<file path="src/rtl/mimo_drain_arbiter_pkg.sv">
// mimo_pkg: shared branch count, branch index type and arbiter state encoding.
package mimo_pkg;
  localparam int NUM_BRANCHES = 8;
  typedef logic [2:0] branch_t;
  typedef enum logic {IDLE, HOLD} arb_state_t;
endpackage

</file>
<file path="src/rtl/mimo_drain_arbiter_if.sv">
// mimo_drain_arbiter_if: branch inputs, pop strobes and merged output handshake.
interface mimo_drain_arbiter_if #(parameter int WIDTH = 16) ();
  logic [8*WIDTH-1:0] i_data;
  logic [7:0] i_valid;
  logic [7:0] o_ready;
  logic [WIDTH-1:0] o_data;
  logic [2:0] o_branch;
  logic o_valid;
  logic i_ready;
  logic o_busy;
  modport slave(input i_data, i_valid, i_ready, output o_ready, o_data, o_branch, o_valid, o_busy);
  modport master(output i_data, i_valid, i_ready, input o_ready, o_data, o_branch, o_valid, o_busy);
endinterface

</file>
<file path="src/rtl/mimo_drain_arbiter_rr_priority_pick.sv">
// rr_priority_pick: first set request at or after start, searching upward with wrap.
module rr_priority_pick
  import mimo_pkg::*;
(
  input  logic [7:0] req,
  input  branch_t    start,
  output logic       found,
  output branch_t    idx
);
  always_comb begin
    found = 1'b0;
    idx = start;
    for (int i = NUM_BRANCHES - 1; i >= 0; i--)
      if (req[start + 3'(i)]) begin
        found = 1'b1;
        idx = start + 3'(i);
      end
  end
endmodule

</file>
<file path="src/rtl/mimo_drain_arbiter.sv">
// mimo_drain_arbiter: 8-to-1 round-robin burst arbiter draining into one registered output.
// Define MIMO_DRAIN_ARB_STATS_EN to add per-branch saturating grant counters on o_grant_count.
module mimo_drain_arbiter
  import mimo_pkg::*;
#(
  parameter int WIDTH = 16,
  parameter int BURST = 4
) (
  input logic i_clock,
  input logic i_reset,
  mimo_drain_arbiter_if.slave bus
`ifdef MIMO_DRAIN_ARB_STATS_EN
  , output logic [8*16-1:0] o_grant_count
`endif
);
  arb_state_t state, state_n;
  branch_t g, g_n, p, p_n, sp, idx, gnt;
  logic [3:0] c, c_n;
  logic found, others, rel, hold, can_load, pop, burst_done;
  rr_priority_pick u_pick(.req(bus.i_valid), .start(sp), .found(found), .idx(idx));
  always_comb begin
    burst_done = c == 4'(BURST);
    others = |(bus.i_valid & ~(8'b1 << g));
    rel = state == HOLD && (!bus.i_valid[g] || (burst_done && others));
    hold = state == HOLD && !rel;
    sp = state == HOLD ? g + 3'd1 : p;
    gnt = hold ? g : idx;
    can_load = !bus.o_valid || bus.i_ready;
    pop = !i_reset && can_load && (hold || found);
    bus.o_ready = pop ? 8'b1 << gnt : 8'b0;
    state_n = (hold || found) ? HOLD : IDLE;
    g_n = gnt;
    // a sole requester at the burst limit restarts its count on the next beat
    c_n = hold ? (pop ? (burst_done ? 4'd1 : c + 4'd1) : c) : {3'b0, pop};
    p_n = rel ? g + 3'd1 : p;
  end
  always_ff @(posedge i_clock) begin
    if (i_reset) begin
      state <= IDLE;
      g <= '0;
      c <= '0;
      p <= '0;
      bus.o_valid <= 1'b0;
      bus.o_data <= '0;
      bus.o_branch <= '0;
    end else begin
      state <= state_n;
      g <= g_n;
      c <= c_n;
      p <= p_n;
      if (pop) begin
        bus.o_data <= bus.i_data[gnt*WIDTH +: WIDTH];
        bus.o_branch <= gnt;
        bus.o_valid <= 1'b1;
      end else if (bus.i_ready) bus.o_valid <= 1'b0;
    end
  end
  assign bus.o_busy = bus.o_valid || |bus.i_valid;
`ifdef MIMO_DRAIN_ARB_STATS_EN
  logic [15:0] cnt [NUM_BRANCHES];
  always_ff @(posedge i_clock)
    for (int n = 0; n < NUM_BRANCHES; n++)
      if (i_reset) cnt[n] <= '0;
      else if (bus.o_ready[n] && bus.i_valid[n] && cnt[n] != 16'hFFFF) cnt[n] <= cnt[n] + 16'd1;
  for (genvar n = 0; n < NUM_BRANCHES; n++) begin : g_cnt
    assign o_grant_count[n*16 +: 16] = cnt[n];
  end
`endif
endmodule
</file>
<file path="src/flat_wrapper.sv">
// flat-port wrapper written by rule: the top's interface ports become plain ports
module mimo_drain_arbiter_flat import mimo_pkg::*;
#(
  parameter int WIDTH = 16,
  parameter int BURST = 4
)
  (i_clock, i_reset, bus_i_data, bus_i_valid, bus_i_ready, bus_o_ready, bus_o_data, bus_o_branch, bus_o_valid, bus_o_busy);
  mimo_drain_arbiter_if #(.WIDTH(WIDTH)) bus_i ();
  input logic i_clock;
  input logic i_reset;
  input wire logic [$bits(bus_i.i_data)-1:0] bus_i_data;
  input wire logic [$bits(bus_i.i_valid)-1:0] bus_i_valid;
  input wire logic [$bits(bus_i.i_ready)-1:0] bus_i_ready;
  output wire logic [$bits(bus_i.o_ready)-1:0] bus_o_ready;
  output wire logic [$bits(bus_i.o_data)-1:0] bus_o_data;
  output wire logic [$bits(bus_i.o_branch)-1:0] bus_o_branch;
  output wire logic [$bits(bus_i.o_valid)-1:0] bus_o_valid;
  output wire logic [$bits(bus_i.o_busy)-1:0] bus_o_busy;
  assign bus_i.i_data = bus_i_data;
  assign bus_i.i_valid = bus_i_valid;
  assign bus_i.i_ready = bus_i_ready;
  assign bus_o_ready = bus_i.o_ready;
  assign bus_o_data = bus_i.o_data;
  assign bus_o_branch = bus_i.o_branch;
  assign bus_o_valid = bus_i.o_valid;
  assign bus_o_busy = bus_i.o_busy;
  mimo_drain_arbiter #(.WIDTH(WIDTH), .BURST(BURST)) u_core (.i_clock(i_clock), .i_reset(i_reset), .bus(bus_i));
endmodule
</file>
<file path="config.mk">
export PLATFORM = sky130hd
export DESIGN_NAME = mimo_drain_arbiter_flat
export DESIGN_NICKNAME = d
export VERILOG_FILES = /design/src/rtl/mimo_drain_arbiter_pkg.sv /design/src/rtl/mimo_drain_arbiter_if.sv /design/src/rtl/mimo_drain_arbiter_rr_priority_pick.sv /design/src/rtl/mimo_drain_arbiter.sv /design/src/flat_wrapper.sv
export SDC_FILE = /design/constraint.sdc
export NUM_CORES = 1
export LEC_CHECK = 0
export BUFFER_PORTS_ARGS = -buffer_cell sky130_fd_sc_hd__clkbuf_2
export CORE_MARGIN = 1
export CORE_UTILIZATION = 51
export DETAILED_ROUTE_END_ITERATION = 8
export GPL_TIMING_DRIVEN = 1
export PLACE_DENSITY = 0.88
export SYNTH_ARGS = -nofsm -noshare
export SYNTH_HDL_FRONTEND = slang
export SYNTH_HIERARCHICAL = 1
export SYNTH_SLANG_ARGS = --single-unit
</file>
<file path="constraint.sdc">
create_clock -name i_clock -period 14.49 [get_ports i_clock]
set_input_delay 2.898 -clock i_clock [delete_from_list [all_inputs] [get_ports i_clock]]
set_output_delay 2.898 -clock i_clock [all_outputs]
set_load 0.1 [all_outputs]
</file>
==> impl_results.md <==
* CP required at 11.59 ns
* Final Hold Fails at 0
* Yosys top cell by area: mux2i_1
* Crit end category: primary output
* Post-synth top area share at 22.6%
* WL per Instance at 16.4 um
* Outcome: completed
* Fill cells at 546
* Final net count at 692
* Post-synthesis mux area share at 32.9%
* Synth Area in Adders at 3.67%
* Post-route DRC at 0
* IO buf count at 167
* N_diodes at 0
* Post-Syn Nets at 545
* Drt pass-1 iters at 5
* GP Congestion at 0.973
* CTS H-tree depth at 2
* Startpoint Class: primary input
* Num CTS Buffers at 5
* Via density at 6.02
* Most frequent cell after synthesis: mux2i_1
* Post-route cell area at 4290 um2
* Power Dens Cells at 258 nW/um2
* Yosys warns at 6
* Synth Area in Compound Gates at 22.7%
* Clock skew at 0.00880 ns
* Starting Density at 53.4%
* Post-CTS Resized at 0
* Syn avg cell area at 8.60 um2
* DP Wirelength at 7.97 mm
* Initial antenna violation count at 0
* Max cap viols at 0
* Rows at 29
* Pleak at 1.99 nW
* Vias at 3739
* Die Span X at 83.7 um
* I/O Pins at 168
* Yosys reg bits at 31
* Reg clk slew, reported paths at 0.07 ns
* Total track usage at 29.1%
* Area share of and/or/nand/nor cells after synthesis at 14.8%
* Global-route wire length before repair at 16.6 mm
* Vias in the first global route at 3655
* Peak Freq at 109 MHz
* Hold crit path type: reg2reg
* Dpl cells at 613
* WS Path Type: in2out
* Starting DRT DRC Count at 196
* Pins over their slew limit at 0
* Post-Synth XOR/XNOR Area at 1.03%
* Fin crit period at 9.16 ns
* Rel. slew slack at 22.3%
* Core Footprint at 6390 um2
* Util after Layout at 67.2%
* WP data arrival at 6.26 ns
* Post-placement cell area at 4190 um2
* Leading register cell type out of synthesis: dfxtp_1
* Share of synthesized registers carrying an async set or reset at 0%
* CTS tree: done
* Unrepaired setup endpoints after global routing: false
* Non-filler cells in the finished layout at 621
* Num Clock Sinks at 31
* Synth cell types at 57
* Cells after Synth at 396
* Post-route ant nets at 0
* Die height at 83.7 um
* Area of the multi-input gates at 2570 um2
* Pin count of the biggest net entering global routing at 68
* Slew @ Worst Pin at 1.16 ns
* Clock Latency Late Sink at 0.28 ns
* Area grow syn2layout at 25.9%
* Mapped cell area at 3410 um2
* Largest family of logic cells by synthesized area: multiplexers
* Final worst setup slack at 5.33 ns
* Die area at 7010 um2
* Clock root cell: clkbuf_8
* Setup violators final at 0
* Clock Path Buffers at 2
* Post-CTS Hold Fix Bufs at 0
* VDD IR max at 206 uV
* Post-synth EDFFs at 0
* Worst Path Max Fanout at 67
* Drt total wl at 10.2 mm
* Top post-synthesis cells by count: 77 x mux2i_1, 62 x nor2_1, 32 x o22ai_1, 31 x dfxtp_1, 18 x o31a_1
* Sequential Area at 621 um2
* Setup TNS at 0 ns
* Setup WS pre-CTS at 5.41 ns
* Setup bufs post-CTS at 0
* Share of cells above drive strength 1 at 37.9%
* Grt ovf at 0
* Seq/Total Area, Yosys at 18.2%
* Most area-consuming cells after synthesis: mux2i_1 23%, dfxtp_1 18%, nor2_1 6.8%, o22ai_1 5.9%, mux4_2 5.3%
* Final period util at 63.2%
-- per-layer routing --
metal,global-route usage (%),up-vias,share of wire [%]
li1,-,1796,-
met1,35.5,1714,41
met2,49.7,202,49
met3,6.63,27,8.2
met4,10.9,0,2.2
met5,0,-,0
-- layout by cell type, fill, tap and decap left out, drive strengths merged, types with 11 or more instances in the layout --
master	n
clkbuf	174
dfxtp	31
inv	13
mux2i	78
nor2	62
nor3	11
o22ai	32
o31a	19
-- cell type report --
class / count / area share (%)
multi-input cells: 323 / 59.9
repair buffers: 169 / 19.8
flip-flops and latches: 31 / 14.5
clock buffers: 7 / 2.25
well taps: 77 / 2.25
inverters: 13 / 1.14
clock inverters: 1 / 0.175
-- critical path: stages --
cell and delay, ns:
clkbuf_2 0.18, mux4_2 0.31, nor2_1 0.07, a211oi_1 0.60, mux2i_1 0.25, o21a_1 0.14
o31a_1 0.14, mux2_4 0.86, nand2_1 0.17, nor2_1 0.14, clkbuf_2 0.47
-- cell families after synthesis --
group	Yosys count
DFF	31
muxes	97
buffers and inverters	42
xor gates and xnor gates	4
adders and majority gates	10
and+or+nand+nor	110
AOI/OAI and AO/OA	102
-- path summary, 6_finish.rpt --
path / from / slack (ns) / end / cells after the start
hold reg to reg: u_core/p[1] / 0.50 / u_core/p[1] / 2
setup / recovery: bus_i_valid[1] / 5.33 / bus_o_ready[2] / 11
hold / removal: u_core/p[1] / 0.50 / u_core/p[1] / 2
setup reg to reg: u_core/g[0] / 8.95 / u_core/bus.o_data[0] / 15
-- through the flow --
stage / total power [W] / hold WS (ns)
2_1_floorplan: 0.000902 / 0.456
5_1_grt: 0.00117 / 0.533
3_3_place_gp: 0.000997 / 0.482
4_1_cts: 0.00109 / 0.501
6_report: 0.00111 / 0.497
3_5_place_dp: 0.00101 / 0.489
-- state kept, by name (all words and copies together), names as in the netlist --
register,cells
u_core/bus.o_valid,1
u_core/p,3
u_core/c,4
u_core/bus.o_data,16
u_core/bus.o_branch,3
u_core/g,3
u_core/state,1
-- power by group --
group,switching [W],total [W],leakage (nW),internal (W)
Clock,0.0000329,0.0000761,0.0505,0.0000432
Combinational,0.000572,0.000903,1.68,0.000332
Sequential,0.0000198,0.000126,0.256,0.000106
Total,0.000624,0.00111,1.99,0.000481
(Power assumes the default switching activity.)
